===== config.mk =====
export PLATFORM = sky130hd
export DESIGN_NAME = writeback_arbiter
export DESIGN_NICKNAME = d
export VERILOG_FILES = /design/src/rtl/wb_arb_pkg.sv /design/src/rtl/writeback_arbiter_picker.sv /design/src/rtl/writeback_arbiter.sv
export SDC_FILE = /design/constraint.sdc
export NUM_CORES = 1
export LEC_CHECK = 0
export BUFFER_PORTS_ARGS = -buffer_cell sky130_fd_sc_hd__buf_2
export CAP_MARGIN = 20
export CORE_MARGIN = 5
export CORE_UTILIZATION = 50
export DETAILED_ROUTE_END_ITERATION = 10
export GPL_ROUTABILITY_DRIVEN = 0
export PLACE_DENSITY = 0.78
export SETUP_SLACK_MARGIN = 0.4
export SYNTH_ARGS = -nofsm -noshare
export SYNTH_HDL_FRONTEND = slang
export SYNTH_SLANG_ARGS = --single-unit

===== constraint.sdc =====
create_clock -name clk -period 2 [get_ports clk]
set_input_delay 0.1 -clock clk [delete_from_list [all_inputs] [get_ports clk]]
set_output_delay 0.1 -clock clk [all_outputs]
set_load 0.01 [all_outputs]

===== src/rtl/wb_arb_pkg.sv =====
// Shared definitions for the result-bus writeback arbiter: channel ids, FSM states,
// default tenure cap and the circular channel increment.
package wb_arb_pkg;

    localparam int NUM_CH_DEF    = 3;
    localparam int SEL_W_DEF     = 2;
    localparam int CNT_W_DEF     = 3;
    localparam int MAX_BEATS_DEF = 4;

    localparam logic [1:0] CH_ALU = 2'd0;
    localparam logic [1:0] CH_MEM = 2'd1;
    localparam logic [1:0] CH_BUS = 2'd2;

    typedef enum logic {
        IDLE  = 1'b0,
        GRANT = 1'b1
    } state_e;

    function automatic logic [1:0] ch_next(input logic [1:0] ch);
        return (ch == CH_BUS) ? CH_ALU : ch + 2'd1;
    endfunction

endpackage


===== src/rtl/writeback_arbiter_picker.sv =====
// Combinational round-robin pick: first set request scanning circularly from ptr.
// Zero latency; no flow control of its own.
module rr_picker_3ch
    import wb_arb_pkg::*;
(
    input  logic [2:0] req,
    input  logic [1:0] ptr,
    output logic       found,
    output logic [1:0] idx
);

    logic [1:0] cand;

    always_comb begin
        found = 1'b0;
        idx   = ptr;
        cand  = ptr;
        for (int k = 0; k < 3; k++) begin
            if (!found && req[cand]) begin
                found = 1'b1;
                idx   = cand;
            end
            cand = ch_next(cand);
        end
    end

endmodule


===== src/rtl/writeback_arbiter.sv =====
// Round-robin arbiter for the 3-channel result mux with capped tenure length.
// Grant visible 1 cycle after request; dst_ready=0 stalls the tenure indefinitely.
module writeback_arbiter
    import wb_arb_pkg::*;
#(
    parameter int NUM_CH    = NUM_CH_DEF,
    parameter int SEL_W     = SEL_W_DEF,
    parameter int MAX_BEATS = MAX_BEATS_DEF,
    parameter int CNT_W     = CNT_W_DEF
) (
    input  logic              clk,
    input  logic              rst,
    input  logic [NUM_CH-1:0] req,
    input  logic [NUM_CH-1:0] last,
    input  logic              dst_ready,
    output logic [NUM_CH-1:0] gnt,
    output logic [SEL_W-1:0]  sel,
    output logic              xfer_valid,
    output logic [CNT_W-1:0]  beat_cnt
);

    localparam logic [CNT_W-1:0] CNT_LAST = CNT_W'(MAX_BEATS - 1);

    state_e            state_q;
    logic [NUM_CH-1:0] gnt_q;
    logic [SEL_W-1:0]  sel_q;
    logic [CNT_W-1:0]  beat_cnt_q;
    logic [1:0]        rr_ptr_q;

    logic [1:0] pick_ptr;
    logic       pick_found;
    logic [1:0] pick_idx;
    logic       beat;
    logic       tenure_end;

    assign beat = (|(gnt_q & req)) & dst_ready;

    // A withdrawn owner ends its tenure even without a beat; last only counts with a beat.
    assign tenure_end = (beat && (last[sel_q] || beat_cnt_q == CNT_LAST)) || !req[sel_q];

    // While granted, the owner's successor leads the scan so the owner ranks last.
    assign pick_ptr = (state_q == GRANT) ? ch_next(sel_q) : rr_ptr_q;

    rr_picker_3ch u_picker (
        .req   (req),
        .ptr   (pick_ptr),
        .found (pick_found),
        .idx   (pick_idx)
    );

    always_ff @(posedge clk) begin
        if (!rst) begin
            state_q    <= IDLE;
            gnt_q      <= '0;
            sel_q      <= '0;
            beat_cnt_q <= '0;
            rr_ptr_q   <= CH_ALU;
        end else begin
            case (state_q)
                IDLE: begin
                    beat_cnt_q <= '0;
                    if (pick_found) begin
                        state_q <= GRANT;
                        gnt_q   <= NUM_CH'(1) << pick_idx;
                        sel_q   <= pick_idx;
                    end
                end
                GRANT: begin
                    if (tenure_end) begin
                        rr_ptr_q   <= pick_ptr;
                        beat_cnt_q <= '0;
                        if (pick_found) begin
                            gnt_q <= NUM_CH'(1) << pick_idx;
                            sel_q <= pick_idx;
                        end else begin
                            state_q <= IDLE;
                            gnt_q   <= '0;
                        end
                    end else if (beat) begin
                        beat_cnt_q <= beat_cnt_q + CNT_W'(1);
                    end
                end
                default: begin
                    state_q <= IDLE;
                    gnt_q   <= '0;
                end
            endcase
        end
    end

    assign gnt        = gnt_q;
    assign sel        = sel_q;
    assign xfer_valid = beat;
    assign beat_cnt   = beat_cnt_q;

endmodule


Word level (Yosys, flattened, before mapping):

Index checks and enable logic that the tools add are counted.

* add/subtract/negate cells: 4
* $mul: 0
* div/mod/pow operators: 0
* $lt $le $gt $ge: 4
* equality and inequality tests: 7
* shift operators: 1
* multiplexer cells: 32
* bitwise gates (word level): 3
* reduce and logical (&&, ||, !) cells: 11

Operators by type and width (count)
* $mux W2: 8
* $mux W3: 5
* $lt A2 B3 Y1 const B: 4
* $pmux W3 S2: 2
* $bmux W1 S2: 5
* $mux W1: 10
* $add A2 B1 Y2 const B: 3
* $eq A2 B2 Y1 const B: 3
* $pmux W2 S2: 1
* $reduce_and A2 Y1: 2
* $add A3 B1 Y3 const B: 1
* $and A3 B3 Y3: 1
* $eq A3 B2 Y1 const B: 1
* $logic_and A1 B1 Y1: 3
* $logic_not A1 Y1: 3
* $ne A3 B1 Y1 const B: 1
* $reduce_or A3 Y1: 1
* $shl A1 B2 Y3 const A: 1
* $logic_or A1 B1 Y1: 2
* $ne A2 B1 Y1 const B: 1
* $ne A2 B2 Y1 const B: 1
* $pmux W1 S2: 1
* $and A1 B1 Y1: 1
* $not A1 Y1: 1

* flip-flop bits (word level): 11
* bits in latches: 0
* memory bits (writable): 0
* memory bits (read-only): 0
* bits of input ports: 9
* output and inout bits: 9
* word-level logic and storage cells: 67
* memories: 0

Depth between registers and ports, before layout:

Gate-level depths: netlist of run 1.

* word-level depth: 16
* depth in mapped cells: 8
* gate-level depth less buffers: 8

Hierarchy:

A second synthesis of run 1 with hierarchy kept.

* cells, all modules: 77
* area total of the unflattened synthesis: 674.4 µm²

By module, submodules not included
* writeback_arbiter: instances 1, cells each 65, area an instance 605.6 µm², sequential area each 220.2 µm²
* rr_picker_3ch: instances 1, cells each 12, area an instance 68.8 µm², sequential area each 0.0 µm²

Worst setup path before layout of run 1:

No wires, ideal clock.

* path kind: reg2reg
* from: register beat_cnt_q[0] (netlist: beat_cnt[0])
* to: register sel_q[0] (netlist: sel[0])
* library setup time: 0.121 ns
* arrival: 1.520 ns
* data required time: 1.879 ns
* slack: 0.359 ns
* stages on the path, launching flop included: 9
* buffers on the path: 0
* clock period less this slack: 1.641 ns
* cells stage by stage: dfxtp_1 -> ha_1 -> ha_1 -> nand2_1 -> o32ai_2 -> a221oi_4 -> nor2_4 -> o21ai_0 -> a21oi_1

* word-level cells in the longest chain between the ends: 5

RTL lines
* from (decl): RTL line writeback_arbiter.sv:27 `logic [CNT_W-1:0] beat_cnt_q;`
* from (signal assigned): RTL line writeback_arbiter.sv:80 `beat_cnt_q <= beat_cnt_q + CNT_W'(1);`
* $eq A3 B2 Y1: RTL line writeback_arbiter.sv:39 `assign tenure_end = (beat && (last[sel_q] || beat_cnt_q == CNT_LAST)) || !req[sel_q];`
* $logic_or A1 B1 Y1: RTL line writeback_arbiter.sv:39
* $logic_and A1 B1 Y1: RTL line writeback_arbiter.sv:39
* $logic_or A1 B1 Y1: RTL line writeback_arbiter.sv:39
* $ne A2 B1 Y1 (no source line)
* to (signal assigned): RTL line writeback_arbiter.sv:65 `sel_q <= pick_idx;`
* to (signal assigned): RTL line writeback_arbiter.sv:74 `sel_q <= pick_idx;`
* to (decl): RTL line writeback_arbiter.sv:26 `logic [SEL_W-1:0] sel_q;`

No other way between the ends.
A chain may end at the register's enable or synchronous reset.

Worst setup path after layout of run 1:

* from: register gnt_q[2] (netlist: gnt[2])
* to: register gnt_q[2] (netlist: gnt[2])

* word-level cells in the longest chain between the ends: 7

RTL lines
* from (decl): RTL line writeback_arbiter.sv:25 `logic [NUM_CH-1:0] gnt_q;`
* from (signal assigned): RTL line writeback_arbiter.sv:64 `gnt_q <= NUM_CH'(1) << pick_idx;`
* from (signal assigned): RTL line writeback_arbiter.sv:73 `gnt_q <= NUM_CH'(1) << pick_idx;`
* $and A3 B3 Y3: RTL line writeback_arbiter.sv:36 `assign beat = (|(gnt_q & req)) & dst_ready;`
* $reduce_or A3 Y1: RTL line writeback_arbiter.sv:36
* $and A1 B1 Y1: RTL line writeback_arbiter.sv:36
* $logic_and A1 B1 Y1: RTL line writeback_arbiter.sv:39
* $logic_or A1 B1 Y1: RTL line writeback_arbiter.sv:39
* $ne A2 B1 Y1 (no source line)
* $reduce_and A2 Y1 (no source line)

No other way between the ends.

==> flow_metrics.py, run 1 <==
metrics = {
    "power_and_ir_drop": {
        "ir_drop_uv": 390,
        "leakagePower_nw": 0.372,
        "power_density_nw_per_um2": 637,
        "power_mw": 0.593,
    },
    "sta": {
        "hold_violations": 0,
        "holdWs_ps": 160,
        "finalCritPeriodShare": 0.813,
        "fin_skew_ps": 3.59,
        "setup_violations": 0,
        "timing.final.ws_setup_ps": 374,
        "max_freq_mhz": 615,
        "slew_headroom": 0.734,
        "worst_pin_slew_ps": 395,
        "tns_ps": 0,
        "rsz0062_at_grt": "yes",
        "final_max_slew_viol_count": 0,
        "period_needed_ps": 1630,
    },
    "setup_path": {
        "endpoint_kind": "flip-flop",
        "setup.worst_path.class": "flip-flop to flip-flop",
        "crit_required_ps": 2190,
        "arrival_ps": 1820,
        "critPathLaunchType": "flip-flop",
        "cp_max_fo": 3,
    },
    "placed_design": {
        "portBuffers": 17,
        "dpl-instance-area_um2": 850,
        "dp_hpwl_mm": 1.43,
        "place_ws_ps": 270,
    },
    "detailed_routing": {
        "firstDrtPassIters": 4,
        "drtIter0Drc": 10,
        "routedWlPerCell_um": 15.8,
        "ant_nets": 0,
        "vias": 724,
        "routed_wl_mm": 1.87,
        "drc": 0,
        "viasPerCell": 6.14,
    },
    "global_routing": {
        "grt_first_pass_wirelength_mm": 2.90,
        "grt_antenna_before_repair": 0,
        "grt_max_degree": 13,
        "grt_usage": 0.187,
        "grt_overflow": 0,
        "grt_pass1_vias": 656,
    },
    "clock_network": {
        "numCtsBuffers": 3,
        "h-tree-depth": 1,
        "clock_latency_ps": 270,
        "cts_root_buf": "clkbuf_4",
        "cts.sinks": 11,
        "cts.clk_slew.worst_paths_ps": 60,
        "cts_tree": "built",
        "cts_buffer_depth": 2,
        "hold_buffers": 0,
    },
    "yosys": {
        "ys_seq_area_frac": 0.302,
        "syn_area_um2": 729,
        "synthArstFlopShare": 0,
        "synth_area_per_cell_um2": 8.79,
        "syn_nets": 94,
        "synth_edf_count": 0,
        "yosysTopAreaCell": "dfxtp_1",
        "synth_top_area_share": 0.302,
        "synth.area.top_cells": "dfxtp_1 30%, nand2_1 4.6%, nor2_1 4.1%",
        "synth-seq-cells": 11,
        "yosysWarnings": 0,
        "syn_inst": 83,
        "ys_types": 36,
        "ys.flop_type": "dfxtp_1",
    },
    "final_layout": {
        "final_area_um2": 930,
        "n_fill_cell": 117,
        "area_delta_synth_final_pct": 27.4,
        "final_nets": 115,
        "antenna_cells": 0,
        "drive_above_1_share": 0.447,
    },
    "worst_hold_path": {
        "min_path_type": "input pin to flip-flop",
    },
    "die": {
        "rows": 13,
        "fp.dieH_um": 48.2,
        "start_util": 0.547,
        "dieArea_um2": 2320,
        "ios": 18,
        "fp.dieW_um": 48.2,
        "core_area_um2": 1330,
    },
    "status": {
        "status": "finished clean",
    },
    "flow_run": {
        "drv_cap": 0,
    },
}
[path summary, 6_finish.rpt]
check / slack (ps) / endpoint / start / cells past startpoint
max: 370 / gnt[2] / gnt[2] / 6
min: 160 / sel[0] / rst / 3
max reg2reg: 370 / gnt[2] / gnt[2] / 6
min reg2reg: 490 / rr_ptr_q[1] / rr_ptr_q[1] / 2
[cell usage in the layout (no fill, tap or decap), types with 2 or more instances in the layout]
master | netlist | layout
dfxtp_1 | 11 | 5
inv_1 | 5 | 5
a221oi_4 | 1 | 2
nor2b_2 | 0 | 2
o21ai_0 | 5 | 3
o21ai_1 | 0 | 2
a21oi_1 | 5 | 5
mux2i_1 | 2 | 2
a22o_1 | 2 | 2
nand2_1 | 9 | 8
buf_2 | 2 | 17
a211o_1 | 2 | 2
nor2_1 | 8 | 8
dfxtp_2 | 0 | 5
clkbuf_4 | 0 | 3
nand3_1 | 3 | 2
[Yosys cell counts (2+ instances only)]
cell type,instances
inv_1,5
a211oi_2,2
o21ai_0,5
nand3_1,3
ha_1,2
mux2i_1,2
nand2_1,9
a21oi_1,5
nor2_1,8
a211o_1,2
buf_2,2
nor2b_1,3
a22o_1,2
dfxtp_1,11
[where the power goes]
group          leakage, nW  total, mW  internal (mW)  switching [mW]
combinational        0.264      0.183         0.0788           0.104
clock               0.0150      0.147         0.0772          0.0693
sequential          0.0926      0.263          0.235          0.0274
[through the flow]
step	util	cells
floorplan	-	83
global placement	0.637	113
detailed placement	0.637	113
CTS	0.692	118
global route	0.697	118
finish	0.697	118
[repair_timing]
action                     CTS  global route
setup endpoints to repair    9             9
setup buffers                1             0
gates resized for setup      9             3
pin swaps                    9             6
[per-layer routing]
metal	vias to the layer above	global-route usage	wire [um]
met5	-	0	0
li1	348	-	-
met1	326	0.236	797
met2	41	0.279	840
met3	9	0.0369	157
met4	0	0.140	69
[logic make-up after synthesis]
family	Yosys count	share of synthesized area
AO/OA/AOI/OAI	30	0.376
AND/OR/NAND/NOR	30	0.209
flip-flops	11	0.302
buffers and inverters	7	0.0395
multiplexers	2	0.0274
adder cells (fa/ha/maj)	2	0.0343
XOR/XNOR	1	0.0120
[area by class of cell]
type	instances	area, um2	share of cell area
Sequential cell	11	230	0.248
Inverter	5	18.8	0.0202
Multi-Input combinational cell	65	543	0.584
Timing Repair Buffer	18	92.6	0.0996
Tap cell	15	18.8	0.0202
Clock buffer	4	26.3	0.0283
[flip-flops by register name, summed over array words and instances (netlist names)]
signal and flops:
beat_cnt 3, gnt 3, rr_ptr_q 2, sel 2, state_q 1
[worst max-delay path, stage by stage (launching register included)]
cell and delay [ps]:
dfxtp_4 370, a221oi_4 320, o32ai_4 140, a221oi_4 390, a21oi_2 80, nor2_2 120
o2bb2ai_1 130
No activity file was read; power rests on OpenSTA's default activity.
==> run 2, diff against run 1 <==
==> constraint.sdc (replaced) <==
create_clock -name clk -period 1.6 [get_ports clk]
set_input_delay 0.08 -clock clk [delete_from_list [all_inputs] [get_ports clk]]
set_output_delay 0.08 -clock clk [all_outputs]
set_load 0.01 [all_outputs]
==> run 2 against run 1 <==
Compared with the run above: the flow now finishes with violations (setup timing); cell area is 9.6% higher; die area stayed put; total power grew 31%; register-to-register slack worse by 440 ps; largest power group unchanged.
==> flow_metrics.py, run 2 (synthesis results as in run 1) <==
metrics = {
    "status": {
        "status": "finished with violations",
        "violations": "setup timing",
    },
    "clock_network": {
        "cts_root_buf": "clkbuf_4",
        "cts.sinks": 11,
        "h-tree-depth": 1,
        "cts.clk_slew.worst_paths_ps": 70,
        "cts_tree": "built",
        "cts_buffer_depth": 2,
        "numCtsBuffers": 3,
        "hold_buffers": 0,
        "clock_latency_ps": 270,
    },
    "sta": {
        "rsz0062_at_grt": "yes",
        "setup_violations": 6,
        "max_freq_mhz": 601,
        "hold_violations": 0,
        "worst_pin_slew_ps": 377,
        "slew_headroom": 0.746,
        "final_max_slew_viol_count": 0,
        "fin_skew_ps": 0.733,
        "period_needed_ps": 1660,
        "timing.final.ws_setup_ps": -62.8,
        "tns_ps": -186,
        "finalCritPeriodShare": 1.04,
    },
    "placed_design": {
        "place_ws_ps": -44.8,
        "portBuffers": 17,
        "dp_hpwl_mm": 1.57,
    },
    "flow_run": {
        "drv_cap": 0,
    },
    "global_routing": {
        "grt_max_degree": 10,
        "top_usage_layer": "met2",
        "grt_pass1_vias": 751,
        "grt_overflow": 0,
        "met2_usage": 0.320,
        "grt_usage": 0.210,
        "gr-usage-met1": 0.267,
        "grt_use_met3": 0.0406,
        "grt_first_pass_wirelength_mm": 3.28,
        "grt_antenna_before_repair": 0,
    },
    "worst_hold_path": {
        "min_path_type": "input pin to flip-flop",
        "worstHoldPathCells": 3,
    },
    "die": {
        "fp.dieH_um": 48.2,
        "core_area_um2": 1330,
        "fp.dieW_um": 48.2,
        "rows": 13,
        "start_util": 0.547,
        "ios": 18,
        "dieArea_um2": 2320,
    },
    "setup_path": {
        "crit_required_ps": 1820,
        "setup.worst_path.class": "flip-flop to flip-flop",
        "endpoint_kind": "flip-flop",
        "setup.worst_path.end": "gnt[1]",
        "cp_max_fo": 3,
        "startpoint": "beat_cnt[1]",
        "reg2reg_slack_ps": -60,
        "timing.rr.start": "beat_cnt[1]",
        "reg2reg_depth": 8,
        "arrival_ps": 1880,
        "critPathLaunchType": "flip-flop",
        "worstReg2RegEnd": "gnt[1]",
    },
    "final_layout": {
        "final_cell_mix": "17 x buf_2, 11 x buf_4, 8 x nand2_1, 6 x nor2_1",
        "antenna_cells": 0,
        "final_nets": 125,
        "area_delta_synth_final_pct": 39.6,
        "drive_above_1_share": 0.513,
        "final_common_cell": "buf_2",
    },
    "detailed_routing": {
        "vias": 759,
        "drc": 0,
        "viasPerCell": 5.93,
        "drtIter0Drc": 9,
        "ant_nets": 0,
        "routed_wl_mm": 2.16,
        "routedWlPerCell_um": 16.9,
        "firstDrtPassIters": 4,
    },
    "power_and_ir_drop": {
        "power_density_nw_per_um2": 761,
        "ir_drop_uv": 650,
        "leakagePower_nw": 0.424,
    },
}
## run 2: final cells by class
type | instances | area [um2]
multi-input cells | 65 | 553
fillers | 105 | 315
flip-flops and latches | 11 | 234
repair buffers | 28 | 168
clock buffers | 4 | 26.3
inverters | 5 | 18.8
well taps | 15 | 18.8
## run 2: how the worst min path moves through the flow
stage	startpoint	end
2_1_floorplan	rst	gnt[0]
3_3_place_gp	rst	sel[0]
3_5_place_dp	rst	gnt[0]
4_1_cts	rst	gnt[0]
5_1_grt	rst	gnt[0]
6_report	rst	sel[0]
## run 2: critical path, stage by stage, from the launching register on
cell and delay, ps:
dfxtp_2 340, ha_4 170, ha_4 150, nand2_4 60, o32ai_4 90, a221oi_4 420
a21oi_2 90, nor2_2 130, a22o_1 150
## run 2: timing repair
action | 4_1_cts | 5_1_grt
resized for setup | 4 | 5
pin swaps | 2 | 4
setup endpoints to repair | 12 | 12
setup buffers | 3 | 0
## run 2: per-layer routing
metal | vias up | part of all wire
li1 | 368 | -
met1 | 351 | 0.47
met2 | 29 | 0.44
met3 | 11 | 0.053
met4 | 0 | 0.038
met5 | - | 0
## run 2: through the flow
stage	hold slack, ps	utilization	total power, mW	cell area, um2	std cells
3_5_place_dp	405	0.710	0.576	947	121
4_1_cts	126	0.755	0.764	1010	128
3_3_place_gp	402	0.710	0.566	947	121
5_1_grt	143	0.764	0.808	1020	128
6_report	121	0.764	0.775	1020	128
2_1_floorplan	213	-	0.488	793	83
## run 2: power breakdown
| group | internal, mW | switching (mW) | total [mW] |
|---|---|---|---|
| Combinational | 0.117 | 0.144 | 0.261 |
| Sequential | 0.294 | 0.0298 | 0.324 |
| Clock | 0.0968 | 0.0932 | 0.190 |
==> run 3, diff against run 2 <==
--- a/config.mk
+++ b/config.mk
@@ -8,11 +8,12 @@
 export BUFFER_PORTS_ARGS = -buffer_cell sky130_fd_sc_hd__buf_2
 export CAP_MARGIN = 20
 export CORE_MARGIN = 5
-export CORE_UTILIZATION = 50
+export CORE_UTILIZATION = 49
 export DETAILED_ROUTE_END_ITERATION = 10
 export GPL_ROUTABILITY_DRIVEN = 0
-export PLACE_DENSITY = 0.78
+export PLACE_DENSITY = 0.77
 export SETUP_SLACK_MARGIN = 0.4
 export SYNTH_ARGS = -nofsm -noshare
 export SYNTH_HDL_FRONTEND = slang
+export SYNTH_HIERARCHICAL = 1
 export SYNTH_SLANG_ARGS = --single-unit
==> run 3 against run 2 <==
Compared with the run above: the run still ends with setup timing left; sequential share of layout area up 1.6 points; wire length down 24%; flip-flop and latch count unchanged; worst setup slack better by 47 ps; synthesized cell count down 7.2%; utilization down 4.4 points; final cell count down 7.8%; cell area down 8.1%; sequential power about the same; non-clock buffer count down 3; synthesized area down 7.5%; clock skew up 0.95 ps; critical endpoint is now beat_cnt[0]; largest power group unchanged; highest routed layer unchanged.
==> flow_metrics.py, run 3 <==
metrics = {
    "setup_path": {
        "setup.worst_path.class": "flip-flop to flip-flop",
        "endpoint_kind": "flip-flop",
        "crit_path_max_incr_delay_ps": 400,
        "reg2reg_depth": 5,
        "cp_max_fo": 6,
        "crit_chain": "mux2_4 -> a221oi_4 -> o211ai_4 -> buf_4 -> nor3b_2",
        "critPathBufInv": 1,
        "critPathTopFamily": "compound AO/OA/AOI/OAI gates",
        "crit_required_ps": 1780,
        "worstReg2RegEnd": "beat_cnt[0]",
        "cp_slowest_cell": "dfxtp_4",
        "arrival_ps": 1800,
        "critPathLaunchType": "flip-flop",
        "crit_cells": 5,
        "reg2reg_slack_ps": -20,
        "timing.rr.start": "sel[1]",
    },
    "final_layout": {
        "layout.cells.non_filler": 118,
        "drive_above_1_share": 0.456,
        "final_cell_mix": "17 x buf_2, 16 x nand2_1, 7 x dfxtp_1, 6 x mux2i_1, 6 x buf_4",
        "final_area_um2": 936,
        "area_delta_synth_final_pct": 38.8,
        "final_common_cell": "buf_2",
        "final_nets": 115,
        "antenna_cells": 0,
    },
    "global_routing": {
        "grt_usage": 0.173,
        "met2_usage": 0.293,
        "grt_antenna_before_repair": 0,
        "grt_first_pass_wirelength_mm": 2.73,
        "grt_overflow": 0,
        "gr-usage-met1": 0.215,
        "grt_use_met3": 0.0230,
        "top_usage_layer": "met2",
        "grt_max_degree": 19,
        "grt_pass1_vias": 629,
    },
    "sta": {
        "setup_violations": 1,
        "slew_headroom": 0.770,
        "final_max_slew_viol_count": 0,
        "period_needed_ps": 1620,
        "timing.final.ws_setup_ps": -15.5,
        "hold_violations": 0,
        "worst_pin_slew_ps": 345,
        "max_freq_mhz": 619,
        "rsz0062_at_grt": "yes",
        "fin_skew_ps": 1.69,
        "finalCritPeriodShare": 1.01,
    },
    "placed_design": {
        "dp_hpwl_mm": 1.15,
        "portBuffers": 17,
        "dpl-instance-area_um2": 805,
        "dp_cells": 107,
    },
    "die": {
        "start_util": 0.518,
        "core_area_um2": 1300,
        "ios": 18,
        "fp.dieW_um": 47.1,
        "fp.dieH_um": 47.1,
        "rows": 13,
        "dieArea_um2": 2220,
    },
    "clock_network": {
        "numCtsBuffers": 3,
        "cts.clk_slew.worst_paths_ps": 70,
        "cts_tree": "built",
        "hold_buffers": 0,
        "clock_latency_ps": 260,
        "h-tree-depth": 1,
        "cts.sinks": 11,
        "cts_root_buf": "clkbuf_4",
        "cts_buffer_depth": 2,
    },
    "yosys": {
        "yosysWarnings": 6,
        "syn_nets": 88,
        "syn_inst": 77,
        "synthTopCellsByCount": "16 x nand2_1, 11 x dfxtp_1, 6 x mux2i_1",
        "yosysTopAreaCell": "dfxtp_1",
        "synth_area_per_cell_um2": 8.76,
        "synth-seq-cells": 11,
        "ys_seq_area_frac": 0.327,
        "ys.flop_type": "dfxtp_1",
        "synth.area.top_cells": "dfxtp_1 33%, mux2i_1 8.9%, nand2_1 8.9%",
        "syn_area_um2": 674,
        "ys_types": 27,
        "synthArstFlopShare": 0,
        "synth_edf_count": 0,
        "synth_top_area_share": 0.327,
        "post-synth-top-count-cell": "nand2_1",
    },
    "power_and_ir_drop": {
        "power_density_nw_per_um2": 850,
        "p_sw_mw": 0.256,
        "pwr-share-clk": 0.237,
        "leakagePower_nw": 0.437,
        "intPower_mw": 0.540,
        "seqPwrFrac": 0.404,
        "combPwrFrac": 0.360,
        "p_sw_frac": 0.322,
        "ir_drop_uv": 532,
    },
    "detailed_routing": {
        "firstDrtPassIters": 4,
        "viasPerCell": 5.43,
        "vias": 641,
        "drc": 0,
        "routed_wl_mm": 1.64,
        "routedWlPerCell_um": 13.9,
        "drtIter0Drc": 14,
        "ant_nets": 0,
    },
    "flow_run": {
        "drv_cap": 0,
    },
    "worst_hold_path": {
        "min_to": "rr_ptr_q[1]",
        "min_path_type": "input pin to flip-flop",
        "worstHoldPathCells": 3,
        "min_from": "rst",
    },
    "status": {
        "status": "finished with violations",
        "violations": "setup timing",
    },
}
[run 3: changes by cell type after synthesis, moves of 3 or more]
cell / delta
nor3b_1: +3
o21ai_0: -3
nand3b_1: +3
nand3_1: -3
mux2i_1: +4
a21oi_1: -3
nor2_1: -4
o22ai_1: +3
nand2_1: +7
[run 3: cell families (layout without fill, tap and decap cells)]
family / Yosys count / count (layout) / synth area share
AOI/OAI and AO/OA: 16 / 16 / 0.213
muxes: 9 / 9 / 0.145
DFF: 11 / 11 / 0.327
and+or+nand+nor: 31 / 31 / 0.224
adders and majority gates: 2 / 2 / 0.0371
xor gates and xnor gates: 1 / 1 / 0.0130
buffers and inverters: 7 / 33 / 0.0408
[run 3: worst max-delay path by stage]
stage / start / end / slack (ps)
finish: sel[1] / beat_cnt[0] / -20
global route: sel[1] / beat_cnt[0] / -80
CTS: sel[1] / gnt[2] / 40
detailed placement: sel[0] / gnt[1] / 9
global placement: sel[0] / gnt[2] / 10
floorplan: sel[0] / gnt[0] / 130
[run 3: what timing repair did]
item                                   4_1_cts  5_1_grt
endpoints found under the hold margin        0        0
setup buffers                                5        2
setup endpoints to repair                   12       12
resized for setup                            7        4
pin swaps                                    5        5
[run 3: cell type report]
cell class	count	area, um2
clock buffer	4	26.3
multi-input combinational	59	484
inverter	4	15.0
timing repair buffer	25	161
sequential	11	230
fill	108	365
tap	15	18.8
[run 3: layer usage]
metal  vias up  routed length, um
met5         -                  0
met1       299                725
li1        323                  -
met4         0                 13
met2        17                809
met3         2                 86
[run 3: tightest hold or removal path: stages]
cell	delay, ps
buf_2	190
nand2_1	80
mux2i_1	60
[run 3: metrics by stage]
stage	power, mW	hold WS, ps	utilization	worst slack, ps	setup TNS [ps]
after floorplan	0.494	297	-	127	0
after global placement	0.549	448	0.618	9.53	0
after detailed placement	0.558	462	0.618	8.68	0
after CTS	0.781	191	0.698	37.7	0
after global routing	0.840	228	0.719	-75.5	-334
final	0.796	200	0.719	-15.5	-15.5
[run 3: power groups by stage]
stage                     registers, mW  logic, mW  clock network, mW
after floorplan                   0.331      0.163                  0
after CTS                         0.321      0.270              0.190
after global placement            0.326      0.224                  0
after detailed placement          0.327      0.230                  0
final                             0.321      0.286              0.188
after global routing              0.326      0.312              0.202
